<file path="src/rtl/reg_access_seq_if.sv">
// reg_access_seq_if: bundles the decode request, operand response and
// register-file port of reg_access_seq.
//   master: decode / register-file side
//   slave : the sequencer
interface reg_access_seq_if #(
    parameter int unsigned WORD_SIZE = 16,
    parameter int unsigned ADDR_W    = 2
);
    logic                 REQ_VALID;
    logic                 REQ_READY;
    logic [ADDR_W-1:0]    REQ_RS;
    logic [ADDR_W-1:0]    REQ_RT;
    logic [ADDR_W-1:0]    REQ_RD;
    logic                 REQ_WE;
    logic [WORD_SIZE-1:0] REQ_WDATA;
    logic                 RSP_VALID;
    logic                 RSP_READY;
    logic [WORD_SIZE-1:0] RSP_A;
    logic [WORD_SIZE-1:0] RSP_B;
    logic                 REG_W;
    logic                 REG_ON;
    logic [WORD_SIZE-1:0] REG_ADDR;
    logic [WORD_SIZE-1:0] REG_DIN;
    logic [WORD_SIZE-1:0] REG_DOUT;

    modport master (
        output REQ_VALID, REQ_RS, REQ_RT, REQ_RD, REQ_WE, REQ_WDATA,
        output RSP_READY, REG_DOUT,
        input  REQ_READY, RSP_VALID, RSP_A, RSP_B,
        input  REG_W, REG_ON, REG_ADDR, REG_DIN
    );

    modport slave (
        input  REQ_VALID, REQ_RS, REQ_RT, REQ_RD, REQ_WE, REQ_WDATA,
        input  RSP_READY, REG_DOUT,
        output REQ_READY, RSP_VALID, RSP_A, RSP_B,
        output REG_W, REG_ON, REG_ADDR, REG_DIN
    );
endinterface

</file>
<file path="src/rtl/reg_access_seq.sv">
// reg_access_seq: serialises one decode request (read RS, read RT, optional
// write RD) onto a single-port register file and returns both operands
// through a valid/ready response. Reads precede the write, so operands
// always carry pre-write values.
// Optional: define REG_SKIP_ZERO_EN to make address 0 a hardwired zero
// register (reads return 0 without touching the port, writes are dropped).
module reg_access_seq #(
    parameter int unsigned WORD_SIZE = 16,
    parameter int unsigned ADDR_W    = 2
) (
    input  logic              CLK,
    input  logic              RST_N,
    reg_access_seq_if.slave   bus
);

    typedef enum logic [2:0] {
        IDLE = 3'd0,
        RD_A = 3'd1,
        RD_B = 3'd2,
        WR   = 3'd3,
        RSP  = 3'd4
    } state_t;

    state_t               state_q, state_d;
    logic [ADDR_W-1:0]    rs_q, rs_d;
    logic [ADDR_W-1:0]    rt_q, rt_d;
    logic [ADDR_W-1:0]    rd_q, rd_d;
    logic                 we_q, we_d;
    logic [WORD_SIZE-1:0] wdata_q, wdata_d;
    logic [WORD_SIZE-1:0] rsp_a_q, rsp_a_d;
    logic [WORD_SIZE-1:0] rsp_b_q, rsp_b_d;

    logic                 req_ready;
    logic                 reg_w;
    logic                 reg_on;
    logic [WORD_SIZE-1:0] reg_addr;
    logic [WORD_SIZE-1:0] reg_din;

    // Gated by RST_N so decode never sees a ready while reset is held.
    assign req_ready = (state_q == IDLE) && RST_N;

    // State, latched request fields and captured operands.
    always_ff @(posedge CLK or negedge RST_N) begin
        if (!RST_N) begin
            state_q <= IDLE;
            rs_q    <= '0;
            rt_q    <= '0;
            rd_q    <= '0;
            we_q    <= 1'b0;
            wdata_q <= '0;
            rsp_a_q <= '0;
            rsp_b_q <= '0;
        end else begin
            state_q <= state_d;
            rs_q    <= rs_d;
            rt_q    <= rt_d;
            rd_q    <= rd_d;
            we_q    <= we_d;
            wdata_q <= wdata_d;
            rsp_a_q <= rsp_a_d;
            rsp_b_q <= rsp_b_d;
        end
    end

    // Next state: accept, two reads, optional write, then hold the response.
    always_comb begin
        state_d = state_q;
        rs_d    = rs_q;
        rt_d    = rt_q;
        rd_d    = rd_q;
        we_d    = we_q;
        wdata_d = wdata_q;
        rsp_a_d = rsp_a_q;
        rsp_b_d = rsp_b_q;
        unique case (state_q)
            IDLE: begin
                if (bus.REQ_VALID && req_ready) begin
                    rs_d    = bus.REQ_RS;
                    rt_d    = bus.REQ_RT;
                    rd_d    = bus.REQ_RD;
                    we_d    = bus.REQ_WE;
                    wdata_d = bus.REQ_WDATA;
                    state_d = RD_A;
                end
            end
            RD_A: begin
                rsp_a_d = bus.REG_DOUT;
`ifdef REG_SKIP_ZERO_EN
                if (rs_q == '0) rsp_a_d = '0;
`endif
                state_d = RD_B;
            end
            RD_B: begin
                rsp_b_d = bus.REG_DOUT;
`ifdef REG_SKIP_ZERO_EN
                if (rt_q == '0) rsp_b_d = '0;
`endif
                state_d = we_q ? WR : RSP;
            end
            WR: begin
                state_d = RSP;
            end
            RSP: begin
                if (bus.RSP_READY) state_d = IDLE;
            end
            default: begin
                state_d = IDLE;
            end
        endcase
    end

    // Register-file port, decoded from the state register only.
    always_comb begin
        reg_on   = 1'b0;
        reg_w    = 1'b0;
        reg_addr = '0;
        reg_din  = '0;
        unique case (state_q)
            RD_A: begin
                reg_on   = 1'b1;
                reg_addr = WORD_SIZE'(rs_q);
`ifdef REG_SKIP_ZERO_EN
                if (rs_q == '0) reg_on = 1'b0;
`endif
            end
            RD_B: begin
                reg_on   = 1'b1;
                reg_addr = WORD_SIZE'(rt_q);
`ifdef REG_SKIP_ZERO_EN
                if (rt_q == '0) reg_on = 1'b0;
`endif
            end
            WR: begin
                reg_on   = 1'b1;
                reg_w    = 1'b1;
                reg_addr = WORD_SIZE'(rd_q);
                reg_din  = wdata_q;
`ifdef REG_SKIP_ZERO_EN
                if (rd_q == '0) begin
                    reg_on = 1'b0;
                    reg_w  = 1'b0;
                end
`endif
            end
            default: begin
            end
        endcase
    end

    assign bus.REQ_READY = req_ready;
    assign bus.RSP_VALID = (state_q == RSP);
    assign bus.RSP_A     = rsp_a_q;
    assign bus.RSP_B     = rsp_b_q;
    assign bus.REG_W     = reg_w;
    assign bus.REG_ON    = reg_on;
    assign bus.REG_ADDR  = reg_addr;
    assign bus.REG_DIN   = reg_din;

endmodule

</file>
<file path="src/flat_wrapper.sv">
// flat-port wrapper written by rule: the top's interface ports become plain ports
module reg_access_seq_flat 
#(
    parameter int unsigned WORD_SIZE = 16,
    parameter int unsigned ADDR_W    = 2
)
  (CLK, RST_N, bus_REQ_VALID, bus_REQ_RS, bus_REQ_RT, bus_REQ_RD, bus_REQ_WE, bus_REQ_WDATA, bus_RSP_READY, bus_REG_DOUT, bus_REQ_READY, bus_RSP_VALID, bus_RSP_A, bus_RSP_B, bus_REG_W, bus_REG_ON, bus_REG_ADDR, bus_REG_DIN);
  reg_access_seq_if #(.WORD_SIZE(WORD_SIZE), .ADDR_W(ADDR_W)) bus_i ();
  input  logic CLK;
  input  logic RST_N;
  input wire logic [$bits(bus_i.REQ_VALID)-1:0] bus_REQ_VALID;
  input wire logic [$bits(bus_i.REQ_RS)-1:0] bus_REQ_RS;
  input wire logic [$bits(bus_i.REQ_RT)-1:0] bus_REQ_RT;
  input wire logic [$bits(bus_i.REQ_RD)-1:0] bus_REQ_RD;
  input wire logic [$bits(bus_i.REQ_WE)-1:0] bus_REQ_WE;
  input wire logic [$bits(bus_i.REQ_WDATA)-1:0] bus_REQ_WDATA;
  input wire logic [$bits(bus_i.RSP_READY)-1:0] bus_RSP_READY;
  input wire logic [$bits(bus_i.REG_DOUT)-1:0] bus_REG_DOUT;
  output wire logic [$bits(bus_i.REQ_READY)-1:0] bus_REQ_READY;
  output wire logic [$bits(bus_i.RSP_VALID)-1:0] bus_RSP_VALID;
  output wire logic [$bits(bus_i.RSP_A)-1:0] bus_RSP_A;
  output wire logic [$bits(bus_i.RSP_B)-1:0] bus_RSP_B;
  output wire logic [$bits(bus_i.REG_W)-1:0] bus_REG_W;
  output wire logic [$bits(bus_i.REG_ON)-1:0] bus_REG_ON;
  output wire logic [$bits(bus_i.REG_ADDR)-1:0] bus_REG_ADDR;
  output wire logic [$bits(bus_i.REG_DIN)-1:0] bus_REG_DIN;
  assign bus_i.REQ_VALID = bus_REQ_VALID;
  assign bus_i.REQ_RS = bus_REQ_RS;
  assign bus_i.REQ_RT = bus_REQ_RT;
  assign bus_i.REQ_RD = bus_REQ_RD;
  assign bus_i.REQ_WE = bus_REQ_WE;
  assign bus_i.REQ_WDATA = bus_REQ_WDATA;
  assign bus_i.RSP_READY = bus_RSP_READY;
  assign bus_i.REG_DOUT = bus_REG_DOUT;
  assign bus_REQ_READY = bus_i.REQ_READY;
  assign bus_RSP_VALID = bus_i.RSP_VALID;
  assign bus_RSP_A = bus_i.RSP_A;
  assign bus_RSP_B = bus_i.RSP_B;
  assign bus_REG_W = bus_i.REG_W;
  assign bus_REG_ON = bus_i.REG_ON;
  assign bus_REG_ADDR = bus_i.REG_ADDR;
  assign bus_REG_DIN = bus_i.REG_DIN;
  reg_access_seq #(.WORD_SIZE(WORD_SIZE), .ADDR_W(ADDR_W)) u_core (.CLK(CLK), .RST_N(RST_N), .bus(bus_i));
endmodule
</file>
<file path="config.mk">
export PLATFORM = sky130hd
export DESIGN_NAME = reg_access_seq_flat
export DESIGN_NICKNAME = d
export VERILOG_FILES = /design/src/rtl/reg_access_seq_if.sv /design/src/rtl/reg_access_seq.sv /design/src/flat_wrapper.sv
export SDC_FILE = /design/constraint.sdc
export NUM_CORES = 1
export LEC_CHECK = 0
export ABC_CLOCK_PERIOD_IN_PS = 2340
export BUFFER_PORTS_ARGS = -buffer_cell sky130_fd_sc_hd__clkbuf_2
export CORE_ASPECT_RATIO = 1.2
export CORE_UTILIZATION = 51
export DETAILED_ROUTE_END_ITERATION = 8
export HOLD_SLACK_MARGIN = 0.1
export PLACE_DENSITY_LB_ADDON = 0.25
export SLEW_MARGIN = 20
export SYNTH_ARGS = -nofsm -noshare
export SYNTH_HDL_FRONTEND = slang
export SYNTH_SLANG_ARGS = --single-unit
</file>
<file path="constraint.sdc">
create_clock -name CLK -period 2.34 [get_ports CLK]
set_input_delay 0.117 -clock CLK [delete_from_list [all_inputs] [get_ports CLK]]
set_output_delay 0.117 -clock CLK [all_outputs]
set_load 0.005 [all_outputs]
</file>
==> results.py, run 1 <==
metrics = {
    "clock_tree": {
        "cts-resized-gates": 0,
        "cts_buffer_depth": 2,
        "h-tree-depth": 3,
        "cts-buffers-inserted": 9,
        "clock_sinks": 58,
        "cts_setup_buffers": 0,
        "clk_latency_ps": 330,
        "clkSlewWorstSetupHoldPaths_ps": 60,
        "cts_tree": "built",
        "cts_root_buffer": "clkbuf_8",
        "cts_hold_buf": 41,
    },
    "placement": {
        "numPortBuffers": 96,
        "routabilityCongestion": 0.730,
        "pre_cts_slack_ps": 638,
        "dp_hpwl_um": 3290,
    },
    "die": {
        "dieWidth_um": 66.5,
        "rows": 27,
        "die_area_mm2": 0.00528,
        "io_pins": 111,
        "die_h_um": 79.4,
        "coreArea_mm2": 0.00470,
        "start_util": 0.542,
    },
    "timing": {
        "fin_ws_ps": 529,
        "period_needed_ps": 1810,
        "clock_skew_ps": 6.12,
        "worstMarginPinSlew_ps": 700,
        "finalCritPeriodShare": 0.774,
        "hold_viol_final": 0,
        "relSlewSlack": 0.534,
        "final-setup-viol-count": 0,
        "tns_ps": 0,
        "rsz0062_at_grt": "false",
        "maxSlewViolCount": 0,
        "fmax_ghz": 0.552,
    },
    "outcome": {
        "status": "finished, final reports clean",
    },
    "worst_hold_path": {
        "hp-class": "input pin to register",
    },
    "worst_setup_path": {
        "crit_chain": "mux2_2 > a22oi_1 > nor2_1 > clkbuf_2",
        "cp-end-kind": "output port",
        "path_class": "register to output port",
        "cp.arrival_ps": 1690,
        "crit_family": "flip-flops",
        "startpoint_type": "register",
        "cp.buffers_inverters": 1,
        "cp_max_fo": 10,
        "cp_data_required_time_ps": 2220,
        "cpPeakStageDelay_ps": 590,
        "cp_slowest_cell": "dfrtp_1",
    },
    "drt": {
        "num_vias": 1802,
        "drc": 0,
        "vias_per_cell": 4.69,
        "wl_um": 5310,
        "wl_per_cell_um": 13.8,
        "drtAntennaViolNets": 0,
        "drt_first_pass_iters": 4,
        "dr.first_iter.drc_count": 52,
    },
    "synthesis": {
        "avgSynthCellArea_um2": 14.2,
        "ys_seq_elements": 58,
        "synth_edf_count": 0,
        "synth_area_mm2": 0.00254,
        "ys.flop_type": "dfrtp_1",
        "synth_cell_types": 22,
        "yosys_warnings": 0,
        "async_flop_share": 1.00,
        "synthCells": 179,
        "seq_area_frac_synth": 0.570,
    },
    "global_routing": {
        "antenna_found_initial": 0,
        "grt_pass1_wl_um": 8510,
        "globalRoute.totalOverflow": 0,
        "grt_usage": 0.224,
        "grt_pass1_vias": 1886,
        "grt_max_degree": 59,
    },
    "power": {
        "p_leak_nw": 1.75,
        "peakVddDrop_mv": 0.767,
        "total_power_mw": 4.19,
        "power_density_mw_per_mm2": 1160,
    },
    "layout": {
        "nets": 364,
        "area_growth_pct": 41.4,
        "drive_gt1_frac": 0.525,
        "fin_util": 0.767,
        "diodes": 0,
    },
    "flow_run": {
        "drv_cap": 0,
    },
}
## sequential cells by signal, summed over array words and instances, names as in the netlist
name              cells
u_core.rs_q           2
u_core.rd_q           2
u_core.rt_q           2
u_core.bus.RSP_A     16
u_core.wdata_q       16
u_core.state_q        3
u_core.we_q           1
u_core.bus.RSP_B     16
## tightest hold or removal path, cell delays in order
cell and delay, ps:
clkbuf_2 80, nand2_1 130, o21a_1 130, nor3_1 40
## area by class of cell
type | count | area (µm²)
clock buffers | 14 | 163
clock inverters | 2 | 35.0
fillers | 296 | 1100
inverters | 2 | 7.51
multi-input cells | 110 | 957
flip-flops and latches | 58 | 1450
well taps | 58 | 72.6
repair buffers | 140 | 913
## synth_stat cells (2+ instances only)
master,number,share of area
mux2_2,55,0.24
a22oi_1,2,0.0059
nor2_1,6,0.0088
nor2_4,2,0.0088
inv_1,2,0.0030
o21a_1,2,0.0059
and2_1,17,0.042
nand2_1,2,0.0030
dfrtp_1,58,0.57
buf_6,4,0.018
mux2_1,2,0.0088
buf_4,17,0.050
## placed cells by master, fill, tap and decap left out, types with 2 or more instances in the layout
master	count
clkbuf_8	11
buf_4	3
inv_1	2
nor2_1	6
dfrtp_1	58
clkbuf_2	96
a22oi_1	2
clkbuf_1	3
conb_1	14
nor2_4	2
mux2_1	2
nand2_1	2
mux2_2	55
dlygate4sd3_1	41
and2_1	17
o21a_1	2
## power breakdown
group	total [mW]	internal [mW]	switching, mW
Combinational	1.44	0.887	0.554
Sequential	1.84	1.52	0.324
Clock	0.904	0.549	0.355
Total	4.19	2.95	1.23
## per-layer routing
| metal | GRT usage | vias up | share of wire |
|---|---|---|---|
| li1 | - | 864 | - |
| met3 | 0.0886 | 9 | 0.071 |
| met5 | 0 | - | 0 |
| met4 | 0.0894 | 0 | 0.015 |
| met1 | 0.250 | 858 | 0.39 |
| met2 | 0.379 | 71 | 0.52 |
## worst paths after layout
path                                        start              endpoint  slack, ps  cells past startpoint
max in group asynchronous                   RST_N  u_core.bus.RSP_B[11]       1370                      3
worst min register to register  u_core.wdata_q[5]     u_core.wdata_q[5]        490                      1
min in group asynchronous                   RST_N        u_core.rd_q[1]        490                      3
worst min-delay path                bus_REQ_VALID     u_core.state_q[0]        210                      4
worst max register to register  u_core.state_q[0]   u_core.bus.RSP_A[4]        610                      3
worst max-delay path            u_core.state_q[1]       bus_REG_ADDR[0]        530                      4
## through the flow
stage | cell area [µm²] | std cells | hold WS (ps)
2_1_floorplan | 2590 | 192 | -179
3_3_place_gp | 2990 | 327 | 335
3_5_place_dp | 2990 | 327 | 337
4_1_cts | 3600 | 384 | 189
5_1_grt | 3600 | 384 | 232
6_report | 3600 | 384 | 207
## kinds of logic after synthesis
| family | Yosys count | synth area share |
|---|---|---|
| AOI/OAI and AO/OA | 6 | 0.0167 |
| and+or+nand+nor | 33 | 0.0865 |
| buffers and inverters | 24 | 0.0728 |
| DFF | 58 | 0.570 |
| muxes | 57 | 0.252 |
| other | 1 | 0.00147 |
No activity file was read; power rests on OpenSTA's default activity.
==> inputs of run 2 (changes only) <==
--- a/config.mk
+++ b/config.mk
@@ -5,10 +5,10 @@
 export SDC_FILE = /design/constraint.sdc
 export NUM_CORES = 1
 export LEC_CHECK = 0
-export ABC_CLOCK_PERIOD_IN_PS = 2340
+export ABC_CLOCK_PERIOD_IN_PS = 1500
 export BUFFER_PORTS_ARGS = -buffer_cell sky130_fd_sc_hd__clkbuf_2
 export CORE_ASPECT_RATIO = 1.2
-export CORE_UTILIZATION = 51
+export CORE_UTILIZATION = 42
 export DETAILED_ROUTE_END_ITERATION = 8
 export HOLD_SLACK_MARGIN = 0.1
 export PLACE_DENSITY_LB_ADDON = 0.25
==> constraint.sdc (replaced) <==
create_clock -name CLK -period 1.5 [get_ports CLK]
set_input_delay 0.075 -clock CLK [delete_from_list [all_inputs] [get_ports CLK]]
set_output_delay 0.075 -clock CLK [all_outputs]
set_load 0.005 [all_outputs]
==> run 2 against run 1 <==
  * The flow now finishes with violations (negative setup slack)
  * Global-route usage is 3.3 points lower
  * First-iteration DRC count down 13%
  * Power is 68% higher
  * Combinational power increased by 110%
  * Setup slack worse by 610 ps
  * Via count grew 7.6%
  * Sequential power up 53%
  * Clock skew fell by 1.6 ps
  * Critical endpoint unchanged
==> results.py, run 2 (synthesis gave the netlist of run 1 again) <==
metrics = {
    "layout": {
        "drive_gt1_frac": 0.622,
        "nets": 382,
        "layout_commonest_cell": "clkbuf_2",
        "stdcell_area_mm2": 0.00400,
        "diodes": 0,
        "final_cells": 421,
        "final_cell_mix": "80 x clkbuf_2, 56 x dfrtp_1, 49 x mux2_2",
        "fin_util": 0.696,
        "area_growth_pct": 57.0,
    },
    "worst_setup_path": {
        "cp.arrival_ps": 1510,
        "cp_max_fo": 4,
        "cp_slowest_cell": "dfrtp_1",
        "reg2reg_from": "u_core.state_q[1]",
        "crit_chain": "buf_6 > mux2_4 > a22oi_2 > nor2_1 > clkbuf_2",
        "cp_data_required_time_ps": 1420,
        "cpPeakStageDelay_ps": 400,
        "rr_worst_depth": 5,
        "r2r_slack_ps": -60,
        "startpoint_type": "register",
        "reg2reg_to": "u_core.wdata_q[14]",
        "cp-end-kind": "output port",
        "path_class": "register to output port",
    },
    "power": {
        "peakVddDrop_mv": 1.08,
        "power_density_mw_per_mm2": 1760,
        "p_leak_nw": 1.92,
    },
    "die": {
        "die_area_mm2": 0.00638,
        "io_pins": 111,
        "coreArea_mm2": 0.00574,
        "die_h_um": 87.3,
        "start_util": 0.443,
        "dieWidth_um": 73.1,
        "rows": 30,
    },
    "clock_tree": {
        "cts_tree": "built",
        "clkSlewWorstSetupHoldPaths_ps": 60,
        "clk_latency_ps": 330,
        "cts_root_buffer": "clkbuf_8",
        "cts_buffer_depth": 2,
        "clock_sinks": 58,
        "cts-buffers-inserted": 9,
        "h-tree-depth": 3,
    },
    "drt": {
        "wl_um": 6120,
        "num_vias": 1939,
        "drt_first_pass_iters": 4,
        "drtAntennaViolNets": 0,
        "vias_per_cell": 4.61,
        "drc": 0,
        "wl_per_cell_um": 14.5,
        "dr.first_iter.drc_count": 45,
    },
    "placement": {
        "pre_cts_slack_ps": 18.0,
        "dp_hpwl_um": 3490,
        "placed_area_mm2": 0.00312,
        "dp_cells": 358,
        "routabilityCongestion": 0.703,
        "numPortBuffers": 96,
    },
    "global_routing": {
        "globalRoute.totalOverflow": 0,
        "grt_usage": 0.191,
        "grt_pass1_wl_um": 8970,
        "grt_pass1_vias": 2023,
        "grt_max_degree": 59,
        "antenna_found_initial": 0,
    },
    "timing": {
        "fmax_ghz": 0.633,
        "worstMarginPinSlew_ps": 706,
        "relSlewSlack": 0.529,
        "clock_skew_ps": 4.49,
        "fin_ws_ps": -80.8,
        "whs_ps": 152,
        "maxSlewViolCount": 0,
        "hold_viol_final": 0,
        "rsz0062_at_grt": "true",
        "final-setup-viol-count": 46,
        "finalCritPeriodShare": 1.05,
        "period_needed_ps": 1580,
    },
    "worst_hold_path": {
        "holdPathStages": 4,
        "hold_end": "u_core.state_q[0]",
        "hold_start": "bus_REQ_VALID",
        "hp-class": "input pin to register",
    },
    "outcome": {
        "violations": "negative setup slack",
        "status": "finished with violations",
    },
    "flow_run": {
        "drv_cap": 0,
    },
}
==> run 2: routing by layer <==
layer	track usage	up-vias	wire (µm)
met5	0	-	0
met4	0.112	0	155
met3	0.0625	15	429
met2	0.324	94	3230
met1	0.205	936	2310
li1	-	894	-
==> run 2: worst max-delay path by stage <==
stage | from | end | cells after the start
2_1_floorplan | u_core.state_q[2] | u_core.rd_q[0] | 4
3_3_place_gp | u_core.state_q[0] | u_core.wdata_q[13] | 3
3_5_place_dp | u_core.state_q[0] | u_core.wdata_q[14] | 3
4_1_cts | u_core.state_q[1] | bus_REG_ADDR[0] | 5
5_1_grt | u_core.state_q[1] | bus_REG_ADDR[0] | 5
6_report | u_core.state_q[1] | bus_REG_ADDR[0] | 5
==> run 2: critical path, delay by kind of cell (launching register included) <==
| family | cells | cell delay, ps |
|---|---|---|
| flops | 1 | 400 |
| mux | 1 | 290 |
| compound gates | 1 | 160 |
| simple gates | 1 | 80 |
| buf+inv | 2 | 250 |
==> run 2: through the flow <==
stage	power (mW)	setup TNS (ps)
2_1_floorplan	4.26	0
3_3_place_gp	5.20	0
3_5_place_dp	5.28	0
4_1_cts	6.78	-875
5_1_grt	7.46	-4500
6_report	7.02	-1390
==> run 2: what timing repair did <==
action	CTS	global route
cloned	2	1
hold endpoints to repair	114	0
setup buffers	3	3
hold buffers	41	0
endpoints found under the setup margin	19	48
pin swaps	2	19
resized for setup	14	47
==> run 2: final cells by class <==
type                       count  area [µm²]
tap                           80         100
sequential                    58        1450
timing repair buffer         158        1230
clock buffer                  13         159
inverter                       2        7.51
fill                         428        1750
multi-input combinational    110        1050
==> run 2: where the power goes <==
part / total, mW / switching, mW / internal, mW
clock: 1.21 / 0.546 / 0.663
sequential: 2.82 / 0.448 / 2.38
combinational: 2.99 / 1.10 / 1.89
